===== config.mk =====
export PLATFORM = sky130hd
export DESIGN_NAME = keypad_matrix_scanner_flat
export DESIGN_NICKNAME = d
export VERILOG_FILES = /design/src/rtl/keypad_matrix_scanner_if.sv /design/src/rtl/keypad_matrix_scanner.sv /design/src/flat_wrapper.sv
export SDC_FILE = /design/constraint.sdc
export NUM_CORES = 1
export LEC_CHECK = 0
export BUFFER_PORTS_ARGS = -buffer_cell sky130_fd_sc_hd__buf_4
export CORE_ASPECT_RATIO = 1.25
export CORE_MARGIN = 10
export CORE_UTILIZATION = 50
export CTS_CLUSTER_DIAMETER = 100
export CTS_CLUSTER_SIZE = 30
export DETAILED_ROUTE_END_ITERATION = 8
export GPL_TIMING_DRIVEN = 1
export PLACE_DENSITY = 0.68
export SLEW_MARGIN = 20
export SYNTH_ARGS = -nofsm -noshare
export SYNTH_HDL_FRONTEND = slang
export SYNTH_SLANG_ARGS = --single-unit

===== constraint.sdc =====
create_clock -name iCLK -period 2.65 [get_ports iCLK]
set_input_delay 0.3975 -clock iCLK [delete_from_list [all_inputs] [get_ports iCLK]]
set_output_delay 0.3975 -clock iCLK [all_outputs]
set_load 0.05 [all_outputs]

===== src/rtl/keypad_matrix_scanner_if.sv =====
// Signal bundle between the keypad matrix scanner and its surroundings.
// The master side is the scanner: it senses rows and drives columns and the debounced key vector.
interface keypad_matrix_scanner_if;
  logic [3:0]  iRow;
  logic [2:0]  oCol;
  logic [11:0] oKeypad;
  logic        oKeyPulse;

  modport master (input iRow, output oCol, output oKeypad, output oKeyPulse);
  modport slave  (output iRow, input oCol, input oKeypad, input oKeyPulse);
endinterface


===== src/rtl/keypad_matrix_scanner.sv =====
// Scans a 4x3 key matrix one column at a time, rejects multi-key frames and
// debounces whole frames into a one-hot key vector with a press strobe.
module keypad_matrix_scanner #(
  parameter int SCAN_DIV = 1000,
  parameter int DEB_CNT  = 8
) (
  input  logic                     iCLK,
  input  logic                     nRST,
  keypad_matrix_scanner_if.master  bus
);

  localparam int DIV_W = (SCAN_DIV > 1) ? $clog2(SCAN_DIV) : 1;
  localparam int CNT_W = $clog2(DEB_CNT + 1);
  localparam logic [DIV_W-1:0] DIV_LAST = DIV_W'(SCAN_DIV - 1);
  localparam logic [CNT_W-1:0] CNT_FULL = CNT_W'(DEB_CNT);

  typedef enum logic [1:0] {COL0, COL1, COL2} colState_t;
  typedef enum logic [1:0] {IDLE, QUALIFY, UPDATE} debState_t;

  colState_t        col, colNext;
  logic [DIV_W-1:0] div, divNext;
  logic             sampleEn;
  logic [11:0]      raw, rawNext;
  logic             rawDone;
  logic [11:0]      frame, frameFiltered;
  logic             frameDone;
  logic [11:0]      cand, candNext;
  logic [CNT_W-1:0] cnt, cntNext;
  logic [11:0]      keypad, keypadNext, keypadPrev;
  logic             keyPulse;
  debState_t        debState, debStateNext;

  assign sampleEn = (div == DIV_LAST);

  // Column / dwell sequencing
  always_comb begin
    divNext = div + DIV_W'(1);
    colNext = col;
    if (sampleEn) begin
      divNext = '0;
      unique case (col)
        COL0:    colNext = COL1;
        COL1:    colNext = COL2;
        default: colNext = COL0;
      endcase
    end
  end

  // Each raw bit only listens to its own column on that column's last dwell cycle
  for (genvar gi = 0; gi < 12; gi++) begin : g_raw
    assign rawNext[gi] = (sampleEn && (col == 2'(gi % 3))) ? bus.iRow[gi / 3] : raw[gi];
  end

  // x & (x-1) is nonzero exactly when two or more bits are set
  assign frameFiltered = ((raw & (raw - 12'd1)) != 12'h000) ? 12'h000 : raw;

  always_comb begin
    candNext     = cand;
    cntNext      = cnt;
    keypadNext   = keypad;
    debStateNext = debState;
    if (frameDone) begin
      if (frame == cand) begin
        cntNext = (cnt == CNT_FULL) ? cnt : cnt + CNT_W'(1);
      end else begin
        candNext = frame;
        cntNext  = CNT_W'(1);
      end
      if ((cntNext == CNT_FULL) && (candNext != keypad)) begin
        keypadNext   = candNext;
        debStateNext = UPDATE;
      end else if (cntNext == CNT_FULL) begin
        debStateNext = IDLE;
      end else begin
        debStateNext = QUALIFY;
      end
    end else if (debState == UPDATE) begin
      debStateNext = IDLE;
    end
  end

  always_ff @(posedge iCLK or negedge nRST) begin
    if (!nRST) begin
      col        <= COL0;
      div        <= '0;
      raw        <= '0;
      rawDone    <= 1'b0;
      frame      <= '0;
      frameDone  <= 1'b0;
      cand       <= '0;
      cnt        <= '0;
      keypad     <= '0;
      keypadPrev <= '0;
      keyPulse   <= 1'b0;
      debState   <= QUALIFY;
    end else begin
      col        <= colNext;
      div        <= divNext;
      raw        <= rawNext;
      rawDone    <= sampleEn && (col == COL2);
      frameDone  <= rawDone;
      if (rawDone) begin
        frame <= frameFiltered;
      end
      cand       <= candNext;
      cnt        <= cntNext;
      keypad     <= keypadNext;
      debState   <= debStateNext;
      // Strobe lands the cycle after the vector moves to a new nonzero key
      keypadPrev <= keypad;
      keyPulse   <= (keypad != keypadPrev) && (keypad != 12'h000);
    end
  end

  assign bus.oCol      = 3'b001 << col;
  assign bus.oKeypad   = keypad;
  assign bus.oKeyPulse = keyPulse;

endmodule


===== src/flat_wrapper.sv =====
// flat-port wrapper written by rule: the top's interface ports become plain ports
module keypad_matrix_scanner_flat 
#(
  parameter int SCAN_DIV = 1000,
  parameter int DEB_CNT  = 8
)
  (iCLK, nRST, bus_iRow, bus_oCol, bus_oKeypad, bus_oKeyPulse);
  keypad_matrix_scanner_if bus_i ();
  input  logic iCLK;
  input  logic nRST;
  input wire logic [$bits(bus_i.iRow)-1:0] bus_iRow;
  output wire logic [$bits(bus_i.oCol)-1:0] bus_oCol;
  output wire logic [$bits(bus_i.oKeypad)-1:0] bus_oKeypad;
  output wire logic [$bits(bus_i.oKeyPulse)-1:0] bus_oKeyPulse;
  assign bus_i.iRow = bus_iRow;
  assign bus_oCol = bus_i.oCol;
  assign bus_oKeypad = bus_i.oKeypad;
  assign bus_oKeyPulse = bus_i.oKeyPulse;
  keypad_matrix_scanner #(.SCAN_DIV(SCAN_DIV), .DEB_CNT(DEB_CNT)) u_core (.iCLK(iCLK), .nRST(nRST), .bus(bus_i));
endmodule

==> summary.md <==
| Metric | Value |
|---|---|
| Post_cts resized | 0 |
| Startpoint types | flop |
| Worst setup skew after layout | 0.01017 ns |
| Number of storage elements in the synthesis netlist | 79 |
| Area growth from synthesis to layout | 15.94% |
| Fraction of post-synthesis cell area in the top cell type by area | 56.11% |
| Overall die area | 10830 um2 |
| Outcome | completed |
| Wire length of the first global-routing pass | 11130 um |
| Prevailing post-synth register cell | sky130_fd_sc_hd__dfrtp_1 |
| Count of mapped cells out of synthesis | 274 |
| Chip width | 95.08 um |
| Clock tree from TritonCTS | done |
| Endpoint required time on the critical path | 2.94 ns |
| FF/Latch Area | 1977 um2 |
| Post-Layout Inst Area | 4085 um2 |
| Top library cells by usage in the layout, fill and taps aside | 79 x sky130_fd_sc_hd__dfrtp_1, 29 x sky130_fd_sc_hd__buf_4, 27 x sky130_fd_sc_hd__xnor2_1, 20 x sky130_fd_sc_hd__mux2_2, 16 x sky130_fd_sc_hd__mux2_1 |
| # H-tree levels | 3 |
| Achievable clock frequency | 422.1 MHz |
| Num Clock Sinks | 79 |
| Max-cap viol count | 0 |
| Via count normalized by instance count | 5.399 |
| Final Hold Violating Endpoints | 0 |
| Highest net fanout along the worst path | 12 |
| Proportion of layout cells with a drive suffix above 1 | 22.93% |
| Area of the multi-input gates | 1481 um2 |
| First-iteration detailed-routing DRC count | 81 |
| DRC | 0 |
| Post-route non-filler standard cell count | 404 |
| Placed Area | 3839 um2 |
| Utilization after layout | 59.28% |
| Maximum number of pins on one net before global-route repair | 48 |
| Crit path DAT | 2.66 ns |
| Category of the most critical setup path | reg2reg |
| Post-Place Cells | 387 |
| Pwr dens | 561.8 nW/um2 |
| Total via count after detailed routing | 2181 |
| Transition time of the tightest slew-check pin | 0.4718 ns |
| Synth top area cells | sky130_fd_sc_hd__dfrtp_1 56%, sky130_fd_sc_hd__xnor2_1 6.7%, sky130_fd_sc_hd__mux2_2 6.4%, sky130_fd_sc_hd__mux2_1 5.1%, sky130_fd_sc_hd__xor2_1 3.7% |
| Final setup violation count | 0 |
| Synth warn | 0 |
| Starting Density | 51.13% |
| Delay of the slowest critical-path stage | 0.51 ns |
| Congestion Overflow GR | 0 |
| Final critical delay including setup and external delays | 2.369 ns |
| Final-layout worst hold slack | 0.2776 ns |
| Post-synth EDFFs | 0 |
| Total Nets Final | 318 |
| Final weighted congestion of routability-driven global placement | 0.7276 |
| Number of nets in the synthesized netlist | 283 |
| P_leak | 2.036 nW |
| Register area share after synthesis | 56.11% |
| Cell chosen for the clock root | sky130_fd_sc_hd__clkbuf_8 |
| Final HPWL from detailed placement | 4650 um |
| Clock-pin slew on the worst setup and hold paths | 0.08 ns |
| Vertical die dimension | 113.9 um |
| Total power consumption of the routed design | 2.295 mW |
| Series of cell instances along the critical path | or3_4 -> or4_1 -> or4_4 -> a31oi_4 -> a22o_1 |
| Worst Hold Class | in2reg |
| Detailed-routing iteration count for the pre-antenna-repair pass | 4 |
| Buffer levels on the longest clock path | 2 |
| Number of global-route vias before repair | 2274 |
| Number of cell rows | 34 |
| Total inserted antenna cells | 0 |
| Worst slew margin relative to its limit | 68.30% |
| Count of cell types in the netlist | 46 |
| Total Routed Length | 6415 um |
| Initial antenna violation count | 0 |
| Overall global routing resource usage | 13.00% |
| Unrepaired setup endpoints after global routing | false |
| Most area-hungry cell type in the Yosys netlist | sky130_fd_sc_hd__dfrtp_1 |
| Number of buffers added by the clock tree synthesis step | 9 |
| Syn Std Cell Area | 3523 um2 |
| Pins Over Slew Limit | 0 |
| Post-placement setup slack | 0.3056 ns |
| Period Utilization, post-route | 89.40% |
| Number of buffer cells added on primary ports | 21 |
| Fill cell count | 574 |
| Clock latency reported for the late side of the worst-skew pair | 0.35 ns |
| Setup slack after layout | 0.2809 ns |
| Worst-path cell with the longest stage delay | sky130_fd_sc_hd__or4_1 |
| Post-route ant nets | 0 |
| Setup TNS | 0 ns |
| Top Ports | 22 |
| Average cell area after synthesis | 12.86 um2 |
| Ys async rst share | 100.0% |
| Core area | 6892 um2 |
| Kind of end point of the critical path | flop |
| Routed wire length per instance | 15.88 um |
| Most common cell after layout, fill and taps aside | sky130_fd_sc_hd__dfrtp_1 |
| Worst vdd rail ir drop | 0.3922 mV |
[cells in the mapped netlist, types with 2 or more instances]
library cell	n
sky130_fd_sc_hd__a21o_1	3
sky130_fd_sc_hd__a22o_1	12
sky130_fd_sc_hd__and2_0	2
sky130_fd_sc_hd__and3_1	2
sky130_fd_sc_hd__clkbuf_1	4
sky130_fd_sc_hd__dfrtp_1	79
sky130_fd_sc_hd__ha_1	3
sky130_fd_sc_hd__inv_1	8
sky130_fd_sc_hd__maj3_1	2
sky130_fd_sc_hd__mux2_1	16
sky130_fd_sc_hd__mux2_2	20
sky130_fd_sc_hd__nand2_1	9
sky130_fd_sc_hd__nand3_1	8
sky130_fd_sc_hd__nand4_1	6
sky130_fd_sc_hd__nor2_1	8
sky130_fd_sc_hd__nor2b_1	3
sky130_fd_sc_hd__nor3_1	4
sky130_fd_sc_hd__nor4_1	7
sky130_fd_sc_hd__o21a_1	2
sky130_fd_sc_hd__o21ai_0	7
sky130_fd_sc_hd__or3_1	2
sky130_fd_sc_hd__or4_1	3
sky130_fd_sc_hd__xnor2_1	27
sky130_fd_sc_hd__xor2_1	15
[power breakdown]
group	internal, mW	switching, mW	total [mW]
sequential	1.20	0	1.20
combinational	0.00886	0.0248	0.0336
clock	0.625	0.433	1.06
[routing by layer]
layer | wire [um] | vias up | GRT usage (%)
li1 | - | 1064 | -
met1 | 2959 | 1084 | 15.88
met2 | 3141 | 29 | 20.73
met3 | 262 | 4 | 4.931
met4 | 53 | 0 | 3.900
met5 | 0 | - | 0
[path summary, 6_finish.rpt]
check / startpoint / endpoint / slack [ns] / depth (start not counted)
worst min register to register: u_core.rawDone / u_core.frameDone / 0.41 / 0
worst max-delay path: u_core.raw[2] / u_core.frame[1] / 0.28 / 5
max in group asynchronous: nRST / u_core.frameDone / 1.54 / 3
min in group asynchronous: nRST / u_core.keypadPrev[3] / 0.53 / 2
worst max register to register: u_core.raw[2] / u_core.frame[1] / 0.28 / 5
worst min-delay path: bus_iRow[0] / u_core.raw[1] / 0.28 / 2
[final cells by class]
cell class                      count  area share (%)
Clock inverter                      6           2.665
Clock buffer                       10           3.124
Inverter                            8          0.7351
Sequential cell                    79           48.39
Timing Repair Buffer               31           6.064
Tap cell                           90           2.757
Multi-Input combinational cell    180           36.26
[cell families after synthesis]
kind of cell / Yosys count / share of synthesized area [%]
AOI/OAI and AO/OA: 37 / 8.310
xor gates and xnor gates: 42 / 10.44
adders and majority gates: 5 / 1.634
buffers and inverters: 15 / 1.846
DFF: 79 / 56.11
muxes: 36 / 11.51
and+or+nand+nor: 60 / 10.16
[critical path, delay by kind of cell (launching register included)]
family           cells  cell delay (ns)
AO/OA/AOI/OAI        2             0.54
flip-flops           1             0.41
AND/OR/NAND/NOR      3             1.35
[sequential cells by signal, indices dropped and copies added, names as in the netlist]
name,count
u_core.cnt,4
u_core.bus.oKeypad,12
u_core.keypadPrev,12
u_core.frame,12
u_core.rawDone,1
u_core.frameDone,1
u_core.cand,12
u_core.raw,12
u_core.col,2
u_core.div,10
u_core.bus.oKeyPulse,1
[timing repair]
| action | 4_1_cts | 5_1_grt |
|---|---|---|
| hold buffers | 1 | 0 |
| hold endpoints to repair | 31 | 0 |
| setup buffers | 0 | 0 |
| setup endpoints to repair | 0 | 0 |
Power figures use the tool's default switching activity.
